<file path="src/rtl/cplx_addsub_pipe_if.sv">
// Handshake and data bundle for the complex add/subtract butterfly core.
// The master side produces A/B pairs and consumes sum/difference results.
interface cplx_addsub_pipe_if #(
   parameter int W     = 16,
   parameter int TAG_W = 4
);
   logic                 in_valid;
   logic                 in_ready;
   logic signed [W-1:0]  a_re;
   logic signed [W-1:0]  a_im;
   logic signed [W-1:0]  b_re;
   logic signed [W-1:0]  b_im;
   logic                 scale;
   logic [TAG_W-1:0]     tag_in;

   logic                 out_valid;
   logic                 out_ready;
   logic signed [W:0]    sum_re;
   logic signed [W:0]    sum_im;
   logic signed [W:0]    dif_re;
   logic signed [W:0]    dif_im;
   logic [TAG_W-1:0]     tag_out;

   modport master (
      output in_valid, a_re, a_im, b_re, b_im, scale, tag_in, out_ready,
      input  in_ready, out_valid, sum_re, sum_im, dif_re, dif_im, tag_out
   );

   modport slave (
      input  in_valid, a_re, a_im, b_re, b_im, scale, tag_in, out_ready,
      output in_ready, out_valid, sum_re, sum_im, dif_re, dif_im, tag_out
   );
endinterface

</file>
<file path="src/rtl/cplx_addsub_pipe.sv">
// Two-stage pipelined radix-2 butterfly: returns A+B and A-B, optionally halved
// with round-half-up. S1 holds full-precision results, S2 the scaled outputs.
module cplx_addsub_pipe #(
   parameter int W     = 16,
   parameter int TAG_W = 4
) (
   input  logic                clk,
   input  logic                rst_n,
   cplx_addsub_pipe_if.slave   bus
);
   localparam int RW = W + 1;

   // (x + 1) >>> 1 equals (x >>> 1) + lsb, which never needs the extra guard bit.
   function automatic logic signed [RW-1:0] half_round(
      input logic signed [RW-1:0] x,
      input logic                 s
   );
      logic signed [RW-1:0] h;
      h = {x[RW-1], x[RW-1:1]} + {{(RW-1){1'b0}}, x[0]};
      return s ? h : x;
   endfunction

   logic                s1_valid;
   logic                s2_valid;
   logic                s1_load;
   logic                s2_load;

   logic signed [RW-1:0] a_re_x;
   logic signed [RW-1:0] a_im_x;
   logic signed [RW-1:0] b_re_x;
   logic signed [RW-1:0] b_im_x;

   logic signed [RW-1:0] s1_sum_re;
   logic signed [RW-1:0] s1_sum_im;
   logic signed [RW-1:0] s1_dif_re;
   logic signed [RW-1:0] s1_dif_im;
   logic                 s1_scale;
   logic [TAG_W-1:0]     s1_tag;

   logic signed [RW-1:0] s2_sum_re;
   logic signed [RW-1:0] s2_sum_im;
   logic signed [RW-1:0] s2_dif_re;
   logic signed [RW-1:0] s2_dif_im;
   logic [TAG_W-1:0]     s2_tag;

   assign s2_load = !s2_valid || bus.out_ready;
   assign s1_load = !s1_valid || s2_load;

   // Equivalent to s1_load; a full stall needs both stages occupied.
   assign bus.in_ready = !s1_valid || !s2_valid || bus.out_ready;

   assign a_re_x = {bus.a_re[W-1], bus.a_re};
   assign a_im_x = {bus.a_im[W-1], bus.a_im};
   assign b_re_x = {bus.b_re[W-1], bus.b_re};
   assign b_im_x = {bus.b_im[W-1], bus.b_im};

   always_ff @(posedge clk or negedge rst_n) begin
      if (!rst_n) begin
         s1_valid  <= 1'b0;
         s1_sum_re <= '0;
         s1_sum_im <= '0;
         s1_dif_re <= '0;
         s1_dif_im <= '0;
         s1_scale  <= 1'b0;
         s1_tag    <= '0;
      end else if (s1_load) begin
         s1_valid <= bus.in_valid;
         if (bus.in_valid) begin
            s1_sum_re <= a_re_x + b_re_x;
            s1_sum_im <= a_im_x + b_im_x;
            s1_dif_re <= a_re_x - b_re_x;
            s1_dif_im <= a_im_x - b_im_x;
            s1_scale  <= bus.scale;
            s1_tag    <= bus.tag_in;
         end
      end
   end

   always_ff @(posedge clk or negedge rst_n) begin
      if (!rst_n) begin
         s2_valid  <= 1'b0;
         s2_sum_re <= '0;
         s2_sum_im <= '0;
         s2_dif_re <= '0;
         s2_dif_im <= '0;
         s2_tag    <= '0;
      end else if (s2_load) begin
         s2_valid <= s1_valid;
         if (s1_valid) begin
            s2_sum_re <= half_round(s1_sum_re, s1_scale);
            s2_sum_im <= half_round(s1_sum_im, s1_scale);
            s2_dif_re <= half_round(s1_dif_re, s1_scale);
            s2_dif_im <= half_round(s1_dif_im, s1_scale);
            s2_tag    <= s1_tag;
         end
      end
   end

   assign bus.out_valid = s2_valid;
   assign bus.sum_re    = s2_sum_re;
   assign bus.sum_im    = s2_sum_im;
   assign bus.dif_re    = s2_dif_re;
   assign bus.dif_im    = s2_dif_im;
   assign bus.tag_out   = s2_tag;
endmodule

</file>
<file path="src/flat_wrapper.sv">
// flat-port wrapper written by rule: the top's interface ports become plain ports
module cplx_addsub_pipe_flat 
#(
   parameter int W     = 16,
   parameter int TAG_W = 4
)
  (clk, rst_n, bus_in_valid, bus_a_re, bus_a_im, bus_b_re, bus_b_im, bus_scale, bus_tag_in, bus_out_ready, bus_in_ready, bus_out_valid, bus_sum_re, bus_sum_im, bus_dif_re, bus_dif_im, bus_tag_out);
  cplx_addsub_pipe_if #(.W(W), .TAG_W(TAG_W)) bus_i ();
  input  logic clk;
  input  logic rst_n;
  input wire logic [$bits(bus_i.in_valid)-1:0] bus_in_valid;
  input wire logic [$bits(bus_i.a_re)-1:0] bus_a_re;
  input wire logic [$bits(bus_i.a_im)-1:0] bus_a_im;
  input wire logic [$bits(bus_i.b_re)-1:0] bus_b_re;
  input wire logic [$bits(bus_i.b_im)-1:0] bus_b_im;
  input wire logic [$bits(bus_i.scale)-1:0] bus_scale;
  input wire logic [$bits(bus_i.tag_in)-1:0] bus_tag_in;
  input wire logic [$bits(bus_i.out_ready)-1:0] bus_out_ready;
  output wire logic [$bits(bus_i.in_ready)-1:0] bus_in_ready;
  output wire logic [$bits(bus_i.out_valid)-1:0] bus_out_valid;
  output wire logic [$bits(bus_i.sum_re)-1:0] bus_sum_re;
  output wire logic [$bits(bus_i.sum_im)-1:0] bus_sum_im;
  output wire logic [$bits(bus_i.dif_re)-1:0] bus_dif_re;
  output wire logic [$bits(bus_i.dif_im)-1:0] bus_dif_im;
  output wire logic [$bits(bus_i.tag_out)-1:0] bus_tag_out;
  assign bus_i.in_valid = bus_in_valid;
  assign bus_i.a_re = bus_a_re;
  assign bus_i.a_im = bus_a_im;
  assign bus_i.b_re = bus_b_re;
  assign bus_i.b_im = bus_b_im;
  assign bus_i.scale = bus_scale;
  assign bus_i.tag_in = bus_tag_in;
  assign bus_i.out_ready = bus_out_ready;
  assign bus_in_ready = bus_i.in_ready;
  assign bus_out_valid = bus_i.out_valid;
  assign bus_sum_re = bus_i.sum_re;
  assign bus_sum_im = bus_i.sum_im;
  assign bus_dif_re = bus_i.dif_re;
  assign bus_dif_im = bus_i.dif_im;
  assign bus_tag_out = bus_i.tag_out;
  cplx_addsub_pipe #(.W(W), .TAG_W(TAG_W)) u_core (.clk(clk), .rst_n(rst_n), .bus(bus_i));
endmodule
</file>
<file path="config.mk">
export PLATFORM = sky130hd
export DESIGN_NAME = cplx_addsub_pipe_flat
export DESIGN_NICKNAME = d
export VERILOG_FILES = /design/src/rtl/cplx_addsub_pipe_if.sv /design/src/rtl/cplx_addsub_pipe.sv /design/src/flat_wrapper.sv
export SDC_FILE = /design/constraint.sdc
export NUM_CORES = 1
export LEC_CHECK = 0
export ABC_AREA = 0
export ABC_CLOCK_PERIOD_IN_PS = 2000
export CORE_MARGIN = 1.5
export CORE_UTILIZATION = 51
export DETAILED_ROUTE_END_ITERATION = 6
export GPL_TIMING_DRIVEN = 0
export PLACE_DENSITY = 0.78
export RECOVER_POWER = 100
export SLEW_MARGIN = 30
export SYNTH_ARGS = -nofsm -noshare
export SYNTH_HDL_FRONTEND = slang
export SYNTH_SLANG_ARGS = --single-unit
</file>
<file path="constraint.sdc">
create_clock -name clk -period 2 [get_ports clk]
set_clock_uncertainty 0.15 [all_clocks]
set_input_delay 0.6 -clock clk [delete_from_list [all_inputs] [get_ports clk]]
set_output_delay 0.6 -clock clk [all_outputs]
set_load 0.02 [all_outputs]
</file>
Word-level counts from Yosys, hierarchy flattened. Cells that the tools add are included.

Flip-flop bits (word level): 147. Output and inout port bits: 74.

Add/sub/neg operators: 8. Mux-type cells: 4. Reductions and logical operators: 8.

Operators with widths (count): $add A16 B2 Y17 (4); $mux W17 (4); $add A16 B16 Y17 (2); $sub A16 B16 Y17 (2); $logic_or A1 B1 Y1 (4); $reduce_and A2 Y1 (2); $logic_not A1 Y1 (2).

Depth between registers and ports, before layout.
Depth after elaboration: 4. Depth in mapped cells: 9. Gate-level depth less buffers: 9.

Worst setup path after synthesis. No wires, ideal clock.

Path type: input-to-reg. Start: in bus_b_re[0]. End: reg u_core.s1_sum_re[14]. Buffers on the path: 0. Required time: 1721 ps. Cell stages on the path: 8. Arrival time: 2324 ps. Setup time: 129 ps. Slack: -602 ps. Cells stage by stage: ha_1 > fa_1 > nor2b_1 > o311a_1 > nor2_1 > o21ai_1 > and4_1 > a2111o_1.

Word-level cells in the longest chain between the ends: 1.

RTL lines: start: declaration (RTL line flat_wrapper.sv:14) `input wire logic [$bits(bus_i.b_re)-1:0] bus_b_re;`; $add A16 B16 Y17 (RTL line cplx_addsub_pipe.sv:69) `s1_sum_re <= a_re_x + b_re_x;`; end signal: assignment (RTL line cplx_addsub_pipe.sv:69); end: declaration (RTL line cplx_addsub_pipe.sv:33) `logic signed [RW-1:0] s1_sum_re;`.

Every way passes these cells. A chain may end at the register's enable or synchronous reset.

Final worst setup path.
Start: in bus_a_im[12]. End: reg u_core.s1_sum_im[15].

Word-level cells in the longest chain between the ends: 1.

RTL lines: start: declaration (RTL line flat_wrapper.sv:13) `input wire logic [$bits(bus_i.a_im)-1:0] bus_a_im;`; $add A16 B16 Y17 (RTL line cplx_addsub_pipe.sv:70) `s1_sum_im <= a_im_x + b_im_x;`; end signal: assignment (RTL line cplx_addsub_pipe.sv:70); end: declaration (RTL line cplx_addsub_pipe.sv:34) `logic signed [RW-1:0] s1_sum_im;`.

Every way passes these cells.

==> flow_summary.yaml <==
detailed_routing:
  drt_first_iter_violations: 1250
  drt-total-wl_um: 37060
  drc: 0
  final_antenna_net_count: 0
  drt-vias-per-instance: 6.227
  drt_pre_antenna_iters: 6
  via_count: 11260
  routedWlPerCell_um: 20.50
synth:
  yosysUniqueCellTypes: 70
  mappedNetlistNets: 1416
  synthArstFlopShare_pct: 100.0
  number_of_warning_messages_in_the_yosys_log: 0
  synth-edff-count: 0
  synth-seq-area-share_pct: 35.28
  synthesis.area_per_instance_um2: 8.117
  ys_ff_latch: 145
  synthesis.instances: 1267
  synth_ff_type: "dfrtp_1"
  syn_area_um2: 10280
setup_path:
  worstPathMaxFanout: 3
  end_kind: "flip-flop"
  crit_required_ns: 2.14
  worstSetupStartpointType: "input port"
  critPathArrivalTime_ns: 2.51
  critical_path_class: "in -> reg"
clock_network:
  cts_htree_levels: 4
  clkTransAtPathRegs_ns: 0.06
  clk_latency_ns: 0.43
  numCtsBuffers: 17
  ctsRootBufferMaster: "clkbuf_16"
  cts_num_sinks: 145
  cts.path.max_buffers: 2
  tritoncts: "built"
power:
  fin_total_pwr_mw: 13.10
  cellLeakagePower_nw: 6.872
  peakVddDrop_uv: 728.8
  power.density_cell_area_nw_per_um2: 842.5
floorplan:
  die_x_um: 145
  floorplan.initialDensity_pct: 52.49
  fp.coreArea_um2: 19590
  placement_rows: 51
  floorplan.die_area_um2: 21030
  die_h_um: 145
  ios: 147
layout:
  final_common_cell: "nand2_1"
  areaGrowthSynthToFinish_pct: 51.17
  mostFrequentLayoutCells: "nand2_1 (173), dfrtp_1 (143), buf_4 (90), dlygate4sd2_1 (83), o21ai_0 (80)"
  antennaDiodeCount: 0
  layout-drive-gt1-share_pct: 33.64
  number_of_non_filler_instances_in_the_completed_layout: 1808
  design.final.nets: 1680
  finalCoreUtilization_pct: 79.36
place:
  dp.final_hpwl_um: 24480
  routabilityCongestion: 0.9120
  dp.cells: 1679
  placement.io_buffers: 146
sta:
  hold_violations: 0
  fin_crit_ns: 2.365
  final.setup.worst_slack_ns: -0.3652
  timing.final.max_slew_violations: 0
  rsz0062_at_grt: "true"
  finalSetupViolations: 50
  slew_of_the_pin_with_the_lowest_slew_margin_ns: 0.8593
  slew_headroom_pct: 42.71
  finalCritPeriodShare_pct: 118.3
  timing.fmax_mhz: 422.8
run_status:
  failed_checks: "negative setup slack"
  run_status: "finished with violations"
grt:
  grt_first_pass_wirelength_um: 55620
  grt_max_degree: 86
  globalRouteTotalUtil_pct: 33.05
  grt-ovfl-total: 0
  grt_antenna_before_repair: 0
  via_count_of_the_first_global_routing_pass: 10440
job:
  max_cap_viol_count: 0
hold_path:
  hold_path.class: "reg -> reg"
[critical path, stage by stage]
cell and delay [ns]:
buf_6 0.10, ha_4 0.22, buf_6 0.11, or2_4 0.26, or4_4 0.50, a311oi_4 0.29, a2111oi_2 0.09, xnor2_1 0.24
o21ai_1 0.09
[sequential cells by signal, summed over array words and instances, names as in the netlist]
register              cells
u_core.s1_dif_im         17
u_core.s1_scale           1
u_core.s1_sum_re         16
u_core.s1_tag             4
u_core.bus.dif_re        17
u_core.s1_sum_im         16
u_core.bus.sum_re        17
u_core.bus.dif_im        17
u_core.s1_valid           1
u_core.s1_dif_re         17
u_core.bus.tag_out        4
u_core.bus.out_valid      1
u_core.bus.sum_im        17
[what timing repair did]
item / in CTS / in global routing
gates cloned: 0 / 0
endpoints found under the hold margin: 60 / 0
hold buffers: 1 / 0
setup buffers: 80 / 33
endpoints found under the setup margin: 217 / 111
pin swaps: 110 / 116
gates resized for setup: 541 / 192
[per-stage QoR]
stage | cell area (um^2) | setup TNS (ns) | hold WS [ns] | setup WS (ns)
after floorplan | 11110 | -6.991 | 0.1544 | -0.5403
after global placement | 12900 | -910.69 | 0.2990 | -5.526
after detailed placement | 12930 | -114.51 | 0.3146 | -1.411
after CTS | 14820 | -2.796 | 0.3176 | -0.3998
after global routing | 15550 | -17.50 | 0.3417 | -0.4165
final | 15550 | -5.475 | 0.3186 | -0.3652
[kinds of logic after synthesis]
family | Yosys count | synth area share, %
AOI/OAI and AO/OA | 387 | 23.48
xor gates and xnor gates | 49 | 4.173
and+or+nand+nor | 453 | 20.46
adders and majority gates | 76 | 9.539
DFF | 145 | 35.28
muxes | 18 | 1.752
buffers and inverters | 139 | 5.305
[synth_stat cells (4+ instances only)]
library cell	n	area, um^2
clkbuf_1	52	195.2
o31ai_1	19	142.6
a211oi_1	18	135.1
and3_1	9	56.30
o21bai_1	7	52.55
a21oi_1	87	435.4
nor2b_1	16	100.1
o21ai_1	5	25.02
buf_1	10	37.54
and2_1	6	37.54
xor2_1	14	122.6
ha_1	72	900.9
or3_1	8	50.05
nand2b_1	16	100.1
mux2i_1	18	180.2
nor4_1	7	43.79
and4_1	7	61.31
a221oi_1	5	43.79
a21o_1	29	217.7
a32oi_1	7	61.31
a211o_1	5	43.79
a31oi_1	15	93.84
nand3_1	40	200.2
xnor2_1	35	306.5
inv_1	58	217.7
nand2_1	186	698.2
fa_1	4	80.08
nand4_1	16	100.1
o21ai_0	134	670.6
o22ai_1	6	37.54
nor3_1	24	120.1
buf_2	15	75.07
dfrtp_1	145	3628
o211ai_1	9	67.56
o31a_1	4	35.03
nor3b_1	7	52.55
nor2_1	96	360.4
[metal layers]
layer | track usage, % | routed length [um]
met3 | 5.377 | 3349
met2 | 52.42 | 17210
met5 | 0 | 0
met4 | 11.70 | 1310
met1 | 45.75 | 15190
[where the power goes]
group | total [mW] | internal, mW | switching [mW]
logic | 5.42 | 2.32 | 3.10
clock network | 3.17 | 1.91 | 1.26
registers | 4.51 | 3.66 | 0.846
total | 13.1 | 7.89 | 5.21
[worst paths after layout]
path,start,end,slack (ns),cells after the start
max,bus_a_im[12],u_core.s1_sum_im[15],-0.37,9
min,u_core.bus.sum_re[8],u_core.bus.sum_re[8],0.32,1
max reg2reg,u_core.s1_dif_re[0],u_core.bus.sum_re[14],-0.11,8
min reg2reg,u_core.bus.sum_re[8],u_core.bus.sum_re[8],0.32,1
max in group asynchronous,rst_n,u_core.bus.sum_im[16],0.11,3
min in group asynchronous,rst_n,u_core.s1_dif_re[3],0.70,2
[final cells by class]
cell class	instances	area, um^2
Multi-Input combinational cell	983	7930
Fill cell	1313	4044
Sequential cell	145	3631
Timing Repair Buffer	261	2298
Buffer	63	469.2
Clock buffer	20	466.7
Tap cell	265	331.6
Inverter	60	306.5
Clock inverter	11	112.6
Power figures use the tool's default switching activity.
